**src/rtl/eth_reply_framer.sv**
```systemverilog
// eth_reply_framer: sends one RMII Ethernet frame per read response (preamble, MACs, EtherType, data, pad, FCS).
// Optional ETH_REPLY_QUEUE_EN adds a 4-entry reply queue; without it, reads arriving while busy are dropped.
module eth_reply_framer #(
    parameter logic [47:0] FPGA_MAC  = 48'h69_69_5A_06_54_91,
    parameter logic [47:0] HOST_MAC  = 48'h00_E0_4C_68_1E_0C,
    parameter logic [15:0] ETHERTYPE = 16'h88_B5
) (
    input  logic        clk,
    input  logic        rst,
    input  logic [15:0] rdata_i,
    input  logic        rw_i,
    input  logic        valid_i,
    output logic        txen,
    output logic [1:0]  txd,
    output logic        busy_o,
    output logic        drop_o
);

    localparam logic [31:0] CRC_POLY  = 32'hEDB8_8320;
    localparam logic [7:0]  PRE_LAST  = 8'd31;
    localparam logic [7:0]  BODY_LAST = 8'd239;
    localparam logic [7:0]  FCS_LAST  = 8'd15;
    localparam logic [7:0]  IFG_LAST  = 8'd47;

    typedef enum logic [2:0] {IDLE, PREAMBLE, BODY, FCS, IFG} state_t;

    state_t      state, state_nxt;
    logic [7:0]  cnt, cnt_nxt;
    logic        rd_req;
    logic        ifg_done;
    logic        more;
    logic        drop_set;
    logic [15:0] cur_data;
    logic [31:0] crc;
    logic [31:0] fcs_val;
    logic [7:0]  pre_byte;
    logic [7:0]  body_byte;
    logic [1:0]  pre_dibit;
    logic [1:0]  body_dibit;
    logic [1:0]  fcs_dibit;

    assign rd_req   = valid_i & ~rw_i;
    assign ifg_done = (state == IFG) && (cnt == IFG_LAST);
    assign busy_o   = (state != IDLE);

`ifdef ETH_REPLY_QUEUE_EN
    // The head entry is the frame in flight and is released at the end of its gap,
    // so the four entries cover the active reply plus three waiting ones.
    logic [15:0] q_mem [4];
    logic [1:0]  q_wr;
    logic [1:0]  q_rd;
    logic [2:0]  q_cnt;
    logic        q_push;
    logic        q_pop;

    assign q_pop    = ifg_done;
    assign q_push   = rd_req && ((q_cnt != 3'd4) || q_pop);
    assign more     = (q_cnt > 3'd1) || q_push;
    assign drop_set = rd_req && !q_push;
    assign cur_data = q_mem[q_rd];

    always_ff @(posedge clk) begin
        if (rst) begin
            q_wr  <= '0;
            q_rd  <= '0;
            q_cnt <= '0;
        end else begin
            if (q_push) begin
                q_mem[q_wr] <= rdata_i;
                q_wr        <= q_wr + 2'd1;
            end
            if (q_pop) begin
                q_rd <= q_rd + 2'd1;
            end
            q_cnt <= q_cnt + {2'b00, q_push} - {2'b00, q_pop};
        end
    end
`else
    logic [15:0] data_q;

    assign more     = 1'b0;
    assign drop_set = rd_req && busy_o;
    assign cur_data = data_q;

    always_ff @(posedge clk) begin
        if (rst) begin
            data_q <= '0;
        end else if (rd_req && (state == IDLE)) begin
            data_q <= rdata_i;
        end
    end
`endif

    always_ff @(posedge clk) begin
        if (rst) begin
            state <= IDLE;
            cnt   <= '0;
        end else begin
            state <= state_nxt;
            cnt   <= cnt_nxt;
        end
    end

    always_comb begin
        state_nxt = state;
        cnt_nxt   = cnt + 8'd1;
        unique case (state)
            IDLE: begin
                cnt_nxt = '0;
                if (rd_req) state_nxt = PREAMBLE;
            end
            PREAMBLE: begin
                if (cnt == PRE_LAST) begin
                    state_nxt = BODY;
                    cnt_nxt   = '0;
                end
            end
            BODY: begin
                if (cnt == BODY_LAST) begin
                    state_nxt = FCS;
                    cnt_nxt   = '0;
                end
            end
            FCS: begin
                if (cnt == FCS_LAST) begin
                    state_nxt = IFG;
                    cnt_nxt   = '0;
                end
            end
            IFG: begin
                if (ifg_done) begin
                    state_nxt = more ? PREAMBLE : IDLE;
                    cnt_nxt   = '0;
                end
            end
            default: begin
                state_nxt = IDLE;
                cnt_nxt   = '0;
            end
        endcase
    end

    assign pre_byte = (cnt[7:2] == 6'd7) ? 8'hD5 : 8'h55;

    always_comb begin
        body_byte = '0;
        case (cnt[7:2])
            6'd0:    body_byte = HOST_MAC[47:40];
            6'd1:    body_byte = HOST_MAC[39:32];
            6'd2:    body_byte = HOST_MAC[31:24];
            6'd3:    body_byte = HOST_MAC[23:16];
            6'd4:    body_byte = HOST_MAC[15:8];
            6'd5:    body_byte = HOST_MAC[7:0];
            6'd6:    body_byte = FPGA_MAC[47:40];
            6'd7:    body_byte = FPGA_MAC[39:32];
            6'd8:    body_byte = FPGA_MAC[31:24];
            6'd9:    body_byte = FPGA_MAC[23:16];
            6'd10:   body_byte = FPGA_MAC[15:8];
            6'd11:   body_byte = FPGA_MAC[7:0];
            6'd12:   body_byte = ETHERTYPE[15:8];
            6'd13:   body_byte = ETHERTYPE[7:0];
            6'd14:   body_byte = cur_data[15:8];
            6'd15:   body_byte = cur_data[7:0];
            default: body_byte = '0;
        endcase
    end

    // Low dibit of each byte goes first; the FCS streams out of ~crc low bits first,
    // which yields least-significant byte first.
    assign pre_dibit  = pre_byte[{cnt[1:0], 1'b0} +: 2];
    assign body_dibit = body_byte[{cnt[1:0], 1'b0} +: 2];
    assign fcs_val    = ~crc;
    assign fcs_dibit  = fcs_val[{cnt[3:0], 1'b0} +: 2];

    always_comb begin
        txen = 1'b0;
        txd  = 2'b00;
        case (state)
            PREAMBLE: begin
                txen = 1'b1;
                txd  = pre_dibit;
            end
            BODY: begin
                txen = 1'b1;
                txd  = body_dibit;
            end
            FCS: begin
                txen = 1'b1;
                txd  = fcs_dibit;
            end
            default: begin
                txen = 1'b0;
                txd  = 2'b00;
            end
        endcase
    end

    function automatic logic [31:0] crc_step(input logic [31:0] c, input logic [1:0] d);
        logic [31:0] r;
        r = c;
        for (int unsigned i = 0; i < 2; i++) begin
            r = (r[0] ^ d[i]) ? ((r >> 1) ^ CRC_POLY) : (r >> 1);
        end
        return r;
    endfunction

    always_ff @(posedge clk) begin
        if (rst) begin
            crc    <= '1;
            drop_o <= 1'b0;
        end else begin
            if (state == BODY) begin
                crc <= crc_step(crc, body_dibit);
            end else if (state != FCS) begin
                crc <= '1;
            end
            if (drop_set) begin
                drop_o <= 1'b1;
            end
        end
    end

endmodule

```
**config.mk**
```make
export PLATFORM = sky130hd
export DESIGN_NAME = eth_reply_framer
export DESIGN_NICKNAME = d
export VERILOG_FILES = /design/src/rtl/eth_reply_framer.sv
export SDC_FILE = /design/constraint.sdc
export NUM_CORES = 1
export LEC_CHECK = 0
export ABC_AREA = 1
export BUFFER_PORTS_ARGS = -buffer_cell sky130_fd_sc_hd__buf_2
export CAP_MARGIN = 20
export CORE_UTILIZATION = 55
export DETAILED_ROUTE_END_ITERATION = 12
export PLACE_DENSITY = 0.77
export SETUP_SLACK_MARGIN = 0.15
export SLEW_MARGIN = 5
export SYNTH_ARGS = -nofsm -noshare
export SYNTH_HDL_FRONTEND = slang
export SYNTH_SLANG_ARGS = --single-unit
```
**constraint.sdc**
```tcl
create_clock -name clk -period 1.9 [get_ports clk]
set_clock_uncertainty 0.05 [all_clocks]
set_input_delay 0.095 -clock clk [delete_from_list [all_inputs] [get_ports clk]]
set_output_delay 0.095 -clock clk [all_outputs]
set_load 0.02 [all_outputs]
```
After elaboration in Yosys (flattened, before gate mapping)
Cells that the tools add are included.
{"block": "classes", "addsub": 1, "n_mul": 0, "div": 0, "n_lt_le_gt_ge": 0, "n_eq_ne": 29, "n_shift": 3, "mux": 19, "n_bitwise": 7, "reduce_logical": 9}
{"cell": "2-to-1 mux 32 bit", "n": 4}
{"cell": "case mux 8 bit (14 select lines)", "n": 1}
{"cell": "== test 6 x 4 -> 1 bit (second input constant)", "n": 8}
{"cell": "2-to-1 mux 8 bit", "n": 5}
{"cell": "NOT 32 bit", "n": 1}
{"cell": "case mux 8 bit (4 select lines)", "n": 1}
{"cell": "variable part select 32 x 6 -> 2 bit", "n": 1}
{"cell": "NOT 13 -> 14 bit", "n": 2}
{"cell": "== test 6 x 3 -> 1 bit (second input constant)", "n": 4}
{"cell": "variable part select 8 x 4 -> 2 bit", "n": 2}
{"cell": "2-to-1 mux 3 bit", "n": 5}
{"cell": "case mux 3 bit (5 select lines)", "n": 1}
{"cell": "== test 6 x 2 -> 1 bit (second input constant)", "n": 2}
{"cell": "inequality test 2 bit (second input constant)", "n": 5}
{"cell": "adder 8 x 1 -> 8 bit (second input constant)", "n": 1}
{"cell": "== test 8 x 4 -> 1 bit (second input constant)", "n": 1}
{"cell": "== test 8 x 5 -> 1 bit (second input constant)", "n": 1}
{"cell": "== test 8 x 6 -> 1 bit (second input constant)", "n": 1}
{"cell": "== test 8 bit (second input constant)", "n": 1}
{"cell": "== test 3 x 2 -> 1 bit (second input constant)", "n": 2}
{"cell": "== test 6 x 1 -> 1 bit (second input constant)", "n": 1}
{"cell": "case mux 2 bit (3 select lines)", "n": 1}
{"cell": "AND reduction 5 bit", "n": 1}
{"cell": "== test 3 x 1 -> 1 bit (second input constant)", "n": 1}
{"cell": "12 further kinds", "n": 15}
{"block": "totals", "regBits": 60, "latchBits": 0, "ram_bits": 0, "mem_bits_ro": 0, "out_inout_bits": 5, "wordCells": 73, "mem_count": 0}

Longest topological paths before layout
Gate-level depths: netlist of the first run.
{"block": "depth", "depth_word": 9, "ltp_mapped": 18, "mapped_depth_nobuf": 17}

Worst setup path before layout of the first run
OpenSTA, ideal clock, no wires.
{"block": "synth_path", "path_kind": "reg2reg", "from": "register cnt[1]", "to": "register cnt[5]", "setup_time_ns": 0.130, "arrival_time_ns": 1.751, "required_time_ns": 1.720, "slack_ns": -0.031, "stages_incl_launch_ff": 11, "n_path_buf": 1, "cell_sequence": "dfxtp_1 -> ha_1 -> inv_1 -> nor2_2 -> inv_1 -> o21ai_0 -> nand2_1 -> nor3b_2 -> or2_2 -> clkbuf_1 -> a2111oi_0"}
{"block": "synth_via", "elab_chain_cells": 4, "word_cells_on_any_way": 11, "classes_between": "1 x add/sub; 4 x eq/ne; 5 x mux; 1 x reduce/logical"}
{"item": "start: declaration", "line_no": "28", "source": "logic [7:0] cnt, cnt_nxt;"}
{"item": "start signal: assignment", "line_no": "100", "source": "cnt <= cnt_nxt;"}
{"item": "branches (longest 3 deep; another with adder 8 x 1 -> 8 bit)"}
{"item": "case mux 8 bit (4 select lines) (*)", "line_no": "107", "source": "unique case (state)"}
Mark *: on every way between the ends.
A chain may end at the register's enable or synchronous reset.

Final worst setup path of the first run
{"block": "layout_path", "from": "register cnt[7]", "to": "output port txd[0]"}
{"block": "layout_via", "elab_chain_cells": 5, "word_cells_on_any_way": 19, "classes_between": "15 x eq/ne; 1 x shift; 2 x mux; 1 x reduce/logical"}
{"item": "== test 6 x 3 -> 1 bit", "line_no": "147", "source": "case (cnt[7:2])"}
{"item": "OR reduction 2 bit (no line)"}
{"item": "case mux 8 bit (14 select lines) (*)", "line_no": "147"}
{"item": "variable part select 8 x 4 -> 2 bit (*)", "line_no": "171", "source": "assign body_dibit = body_byte[{cnt[1:0], 1'b0} +: 2];"}
{"item": "case mux 2 bit (3 select lines) (*)", "line_no": "178", "source": "case (state)"}
{"item": "end: declaration", "line_no": "14", "source": "output logic [1:0] txd,"}
Mark *: on every way between the ends. The rest lies on a longest branch, timed or not.

==> impl_metrics.csv, run 1 <==
group,metric,value,unit
critical_path,cpLargestDelayFamily,"simple AND/OR/NAND/NOR gates",
final_layout,n_antenna_cell,0,
global_route,grt_pass1_vias,3987,
critical_path,criticalPathCategory,"flop to primary output",
global_route,grt_max_degree,49,
logic_synthesis,yosysUniqueCellTypes,37,
floorplan,die_width,82.0,um
min_path,min_from,"rdata_i[7]",
final_layout,regArea,1220,um^2
floorplan,dieArea,6720,um^2
sta,slew_headroom,67.0,%
critical_path,start_kind,"flop",
place,dp_hpwl,6710,um
final_layout,syn_to_final_growth,44.3,%
sta,slew_violations,0,
clock_network,cts_inserted_buffers,9,
power_and_ir_drop,cellLeakagePower,2.47,nW
power_and_ir_drop,ir_drop,0.760,mV
clock_network,clock-sinks,60,
sta,finalSetupViolations,33,
logic_synthesis,synth_area_per_cell,6.35,um^2
min_path,hold_depth,3,
logic_synthesis,synth_edf_count,0,
global_route,antenna_found_initial,0,
outcome,outcome,"finished, violations left",
logic_synthesis,synth-seq-cells,60,
critical_path,worst_r2r_path_depth,18,
floorplan,core_area,6060,um^2
logic_synthesis,synth_area_leaders,"dfxtp_1 34%, nand2_1 14%, nand3_1 11%, nor2_1 6.8%, o21ai_0 6.5%",
final_layout,final_cells,745,
critical_path,crit_fanout,7,
flow_run,cap_violations,0,
sta,worstMarginPinSlew,0.496,ns
sta,timing.final.crit_period,2.28,ns
logic_synthesis,netlist.area_leader.share,34.2,%
outcome,violations,"negative setup slack",
clock_network,clkLatencyLatePin,0.34,ns
floorplan,fp.dieH,82.0,um
logic_synthesis,async_reset_ff_share,0,%
sta,fin_crit_sh,120,%
final_layout,fin_area,5080,um^2
final_layout,drive_above_1_share,35.1,%
clock_network,root_buffer,"clkbuf_8",
critical_path,required,1.75,ns
clock_network,ctsLongestPathBuffers,2,
global_route,track_usage,35.2,%
route,avgRoutedWirePerCell,16.8,um
sta,rsz0062_at_grt,"true",
logic_synthesis,synth_common_cells,"133 x nand2_1, 80 x nand3_1, 64 x nor2_1, 60 x dfxtp_1, 59 x inv_1",
power_and_ir_drop,powerDensity,899,nW/um^2
route,vias_per_cell,5.93,
critical_path,cp-end-kind,"primary output",
clock_network,htreeDepth,3,
place,pre_cts_slack,-0.223,ns
route,drt_iter0_markers,488,
logic_synthesis,synthFlopType,"dfxtp_1",
route,finalWirelength,12500,um
floorplan,ios,25,
critical_path,worst_ep_arrival_time,2.13,ns
floorplan,rows,28,
critical_path,crit_chain,"nor2_4, nand2_4, nor2_4, buf_6, nand2_2, nand4_1, nand2_2, nand2_4, buf_6, nand3_2, o211ai_1, buf_4",
logic_synthesis,yosys.area.top_type,"dfxtp_1",
logic_synthesis,syn_inst,554,
min_path,hold_end,"cur_data[7]$_SDFFE_PP0P_",
sta,max_freq,439,MHz
power_and_ir_drop,power,4.56,mW
logic_synthesis,synth-seq-area-share,34.2,%
final_layout,nets,687,
critical_path,r2r_end,"crc[24]$_SDFFE_PP1P_",
route,dr.pass1.iters,6,
sta,setup_slack,-0.378,ns
place,placed_area,4150,um^2
sta,hold_viol_final,0,
place,placed_cells,692,
global_route,grt_pass1_wl,17900,um
route,route.detailed.drc,0,
final_layout,multiInputGateArea,2310,um^2
min_path,min_path_type,"input port to flop",
critical_path,slowest_stage,"dfxtp_2",
clock_network,cts_tree,"yes",
place,portBuffers,24,
logic_synthesis,synth.most_common_cell,"nand2_1",
place,routabilityCongestion,0.917,
logic_synthesis,yosysWarnings,0,
logic_synthesis,netlist_area,3520,um^2
critical_path,worst-path-buf-inv,3,
final_layout,num-fill-cells,342,
route,vias,4417,
critical_path,max_stage_delay,0.33,ns
logic_synthesis,synth_nets,575,
critical_path,r2r-start,"cnt[7]$_SDFF_PP0_",
floorplan,start_util,58.0,%
critical_path,r2r_setup_slack,-0.35,ns
route,final_antenna_net_count,0,
global_route,grt_overflow,0,
clock_network,clk_pin_slew,0.07,ns
cell families (layout without fill, tap and decap cells):
group                    count (synthesis)  in the layout  share of synthesized area, %
buffers and inverters                   91            205                          11.1
XOR/XNOR                                 3              3                         0.747
flip-flops                              60             60                          34.2
AND/OR/NAND/NOR                        307            309                          39.5
AO/OA/AOI/OAI                           92             92                          14.2
adder cells (fa/ha/maj)                  1              1                         0.356
cell usage in the layout (no fill, tap or decap), types with 4 or more instances in the layout:
cell / n
o21ai_2: 4
o22ai_1: 11
nor2_4: 6
inv_2: 8
buf_6: 13
nand2_2: 22
nand3_4: 4
clkbuf_8: 13
dfxtp_2: 4
dlygate4sd3_1: 16
inv_1: 53
nand2_1: 109
nand2_4: 13
dfxtp_4: 5
nor2_1: 56
dfxtp_1: 51
nand3_2: 26
buf_2: 22
nor2_2: 8
buf_4: 71
a21oi_1: 22
nand3_1: 54
o21ai_0: 42
tightest hold or removal path, cell delays in order:
cell,delay (ns)
buf_2,0.08
o21ai_0,0.08
a21oi_1,0.12
power breakdown:
group,switching (mW),internal (mW)
combinational,1.12,0.735
sequential,0.159,1.45
clock,0.497,0.608
through the flow:
step                      hold slack, ns  setup TNS (ns)  utilization [%]
final                             0.0275           -7.79             83.8
after global routing              0.0557          -10.86             83.8
after CTS                         0.0170           -4.78             78.4
after detailed placement           0.271           -4.55             68.4
after global placement             0.266           -4.54             68.4
after floorplan                    0.114               0                -
final cells by class:
type	count	area share, %
Inverter	65	4.86
Tap cell	75	1.85
Clock buffer	14	3.60
Timing Repair Buffer	125	20.0
Multi-Input combinational cell	405	45.5
Sequential cell	60	24.1
Clock inverter	1	0.0986
routing by layer:
| layer | GRT usage, % | up-vias | wire length, um |
|---|---|---|---|
| met3 | 5.56 | 80 | 1180 |
| li1 | - | 2022 | - |
| met2 | 58.4 | 292 | 5890 |
| met1 | 43.7 | 2023 | 4790 |
| met4 | 17.7 | 0 | 641 |
| met5 | 0 | - | 0 |
worst max-delay path by stage:
| stage | from | endpoint | slack [ns] | cells past startpoint |
|---|---|---|---|---|
| 6_report | cnt[7]$_SDFF_PP0_ | txd[0] | -0.38 | 12 |
| 5_1_grt | cnt[7]$_SDFF_PP0_ | txd[0] | -0.45 | 12 |
| 4_1_cts | cnt[6]$_SDFF_PP0_ | txd[1] | -0.29 | 12 |
| 3_3_place_gp | cnt[2]$_SDFF_PP0_ | crc[19]$_SDFFE_PP1P_ | -0.21 | 15 |
| 3_5_place_dp | cnt[2]$_SDFF_PP0_ | crc[5]$_SDFFE_PP1P_ | -0.22 | 15 |
| 2_1_floorplan | cnt[7]$_SDFF_PP0_ | crc[15]$_SDFFE_PP1P_ | 0.02 | 16 |
registers in the layout, summed over array words and instances, names as in the netlist:
register and count:
cnt 8, cur_data 16, drop_o 1, crc 32, state 3
timing repair:
| item | in CTS | in global routing |
|---|---|---|
| setup buffers | 11 | 7 |
| hold buffers | 16 | 0 |
| endpoints found under the hold margin | 19 | 0 |
| endpoints found under the setup margin | 33 | 46 |
| cloned | 3 | 1 |
| pin swaps | 20 | 43 |
| resized for setup | 46 | 67 |
Note: power is estimated with default switching activity, not from simulation.
==> run 2, diff against run 1 <==
Settings changed: CTS_CLUSTER_SIZE from default to 28, SETUP_SLACK_MARGIN 0.15 to 0.5, TNS_END_PERCENT from default to 5.
==> impl_metrics.csv, run 2 (synthesis gave the netlist of run 1 again) <==
group,metric,value,unit
critical_path,worst_ep_arrival_time,2.05,ns
clock_network,cts_tree,"yes",
route,route.detailed.drc,0,
critical_path,r2r-start,"cnt[7]$_SDFF_PP0_",
clock_network,cts_inserted_buffers,9,
critical_path,crit_fanout,7,
critical_path,worst-path-buf-inv,3,
floorplan,rows,28,
clock_network,clkLatencyLatePin,0.34,ns
final_layout,largest_reg_flops,32,
critical_path,worst_r2r_path_depth,16,
final_layout,n_antenna_cell,0,
clock_network,htreeDepth,3,
critical_path,start_kind,"flop",
clock_network,clock-sinks,60,
final_layout,utilization,77.7,%
global_route,grt_pass1_wl,17300,um
floorplan,fp.dieH,82.0,um
critical_path,cp-end-kind,"primary output",
route,dr.pass1.iters,5,
route,drt_iter0_markers,376,
critical_path,criticalPathCategory,"flop to primary output",
floorplan,start_util,58.0,%
global_route,grt_max_degree,49,
place,placed_area,4040,um^2
floorplan,ios,25,
sta,hold_viol_final,0,
clock_network,clk_pin_slew,0.07,ns
critical_path,r2r_end,"crc[27]$_SDFFE_PP1P_",
power_and_ir_drop,ir_drop,0.740,mV
flow_run,cap_violations,0,
min_path,min_path_type,"input port to flop",
power_and_ir_drop,powerDensity,914,nW/um^2
global_route,grt_overflow,0,
critical_path,cpLargestDelayFamily,"simple AND/OR/NAND/NOR gates",
outcome,outcome,"finished, violations left",
final_layout,largest-register,"crc",
place,pre_cts_slack,-0.208,ns
critical_path,crit_chain,"nor2_4, buf_4, nand3_1, o21ai_2, nor2_1, nand3_2, nand2_2, nand2_2, buf_6, nand3_2, o211ai_1, buf_4",
critical_path,max_stage_delay,0.34,ns
sta,max_freq,456,MHz
floorplan,core_area,6060,um^2
final_layout,syn_to_final_growth,34.0,%
final_layout,final_common_cell,"nand2_1",
final_layout,drive_above_1_share,28.0,%
min_path,hold_end,"drop_o$_SDFFE_PP0P_",
place,portBuffers,24,
final_layout,final_cell_mix,"125 x nand2_1, 73 x nand3_1, 57 x inv_1",
final_layout,num-fill-cells,446,
global_route,grt_pass1_vias,3798,
global_route,antenna_found_initial,0,
clock_network,root_buffer,"clkbuf_8",
place,routabilityCongestion,0.933,
sta,rsz0062_at_grt,"true",
route,vias_per_cell,5.64,
final_layout,fin_area,4710,um^2
route,finalWirelength,10700,um
route,final_antenna_net_count,0,
outcome,violations,"negative setup slack",
route,avgRoutedWirePerCell,14.7,um
sta,fin_crit_sh,115,%
sta,timing.final.crit_period,2.19,ns
global_route,track_usage,34.1,%
sta,slew_headroom,67.8,%
min_path,hold_depth,4,
floorplan,dieArea,6720,um^2
min_path,min_from,"rw_i",
critical_path,r2r_setup_slack,-0.26,ns
floorplan,die_width,82.0,um
sta,setup_slack,-0.294,ns
power_and_ir_drop,cellLeakagePower,2.18,nW
clock_network,ctsLongestPathBuffers,2,
sta,holdWs,0.0522,ns
place,dp_hpwl,6650,um
route,vias,4089,
critical_path,slowest_stage,"dfxtp_2",
critical_path,required,1.75,ns
final_layout,nets,666,
sta,finalSetupViolations,32,
sta,worstMarginPinSlew,0.483,ns
sta,slew_violations,0,
[run 2: per-layer routing]
layer / wire length (um) / part of all wire [%] / track usage (%)
met1: 4580 / 43 / 42.8
met2: 5210 / 49 / 57.2
met3: 673 / 6.3 / 6.56
met4: 184 / 1.7 / 13.5
met5: 0 / 0 / 0
[run 2: worst register-to-register path, stage by stage, from the launching register on]
cell	delay, ns
dfxtp_2	0.34
nor2_4	0.24
nand2_1	0.18
buf_4	0.16
nand2_1	0.05
nor2_1	0.05
nand3_1	0.08
nand2_1	0.07
nand2_2	0.09
nand2_2	0.08
nand2_2	0.08
nand2_2	0.06
nor2_4	0.12
buf_12	0.15
nand2_1	0.05
nand3_1	0.08
nand3_1	0.08
[run 2: worst max-delay path by stage]
stage / start / to / cells past startpoint
final: cnt[7]$_SDFF_PP0_ / txd[0] / 12
after global routing: cnt[7]$_SDFF_PP0_ / txd[0] / 12
after CTS: cnt[6]$_SDFF_PP0_ / txd[0] / 13
after detailed placement: cnt[2]$_SDFF_PP0_ / crc[27]$_SDFFE_PP1P_ / 15
after global placement: cnt[4]$_SDFF_PP0_ / crc[19]$_SDFFE_PP1P_ / 18
after floorplan: cnt[7]$_SDFF_PP0_ / crc[15]$_SDFFE_PP1P_ / 16
[run 2: cell type report]
cell class | instances | area, um^2 | share of cell area, %
repair buffers | 106 | 845 | 17.9
clock inverters | 6 | 38.8 | 0.823
inverters | 65 | 248 | 5.26
flip-flops and latches | 60 | 1230 | 26.0
multi-input cells | 403 | 2120 | 45.0
well taps | 75 | 93.8 | 1.99
clock buffers | 10 | 138 | 2.92
[run 2: per-stage QoR]
stage	power, mW	std cells	setup TNS [ns]
finish	4.31	725	-5.24
global route	4.57	725	-9.45
CTS	4.17	722	-3.96
detailed placement	2.99	683	-4.16
global placement	2.96	683	-3.14
floorplan	2.54	554	0
[run 2: timing repair]
action / 4_1_cts / 5_1_grt
gates resized for setup: 52 / 26
pin swaps: 17 / 10
buffers inserted: 6 / 2
hold buffers: 17 / 0
endpoints found under the setup margin: 60 / 53
gates cloned: 0 / 1
hold endpoints to repair: 20 / 0
[run 2: power breakdown]
group | leakage, nW | switching [mW] | total, mW | internal, mW
clock | 0.0885 | 0.554 | 1.06 | 0.506
combinational | 1.60 | 0.994 | 1.65 | 0.659
sequential | 0.495 | 0.149 | 1.59 | 1.44
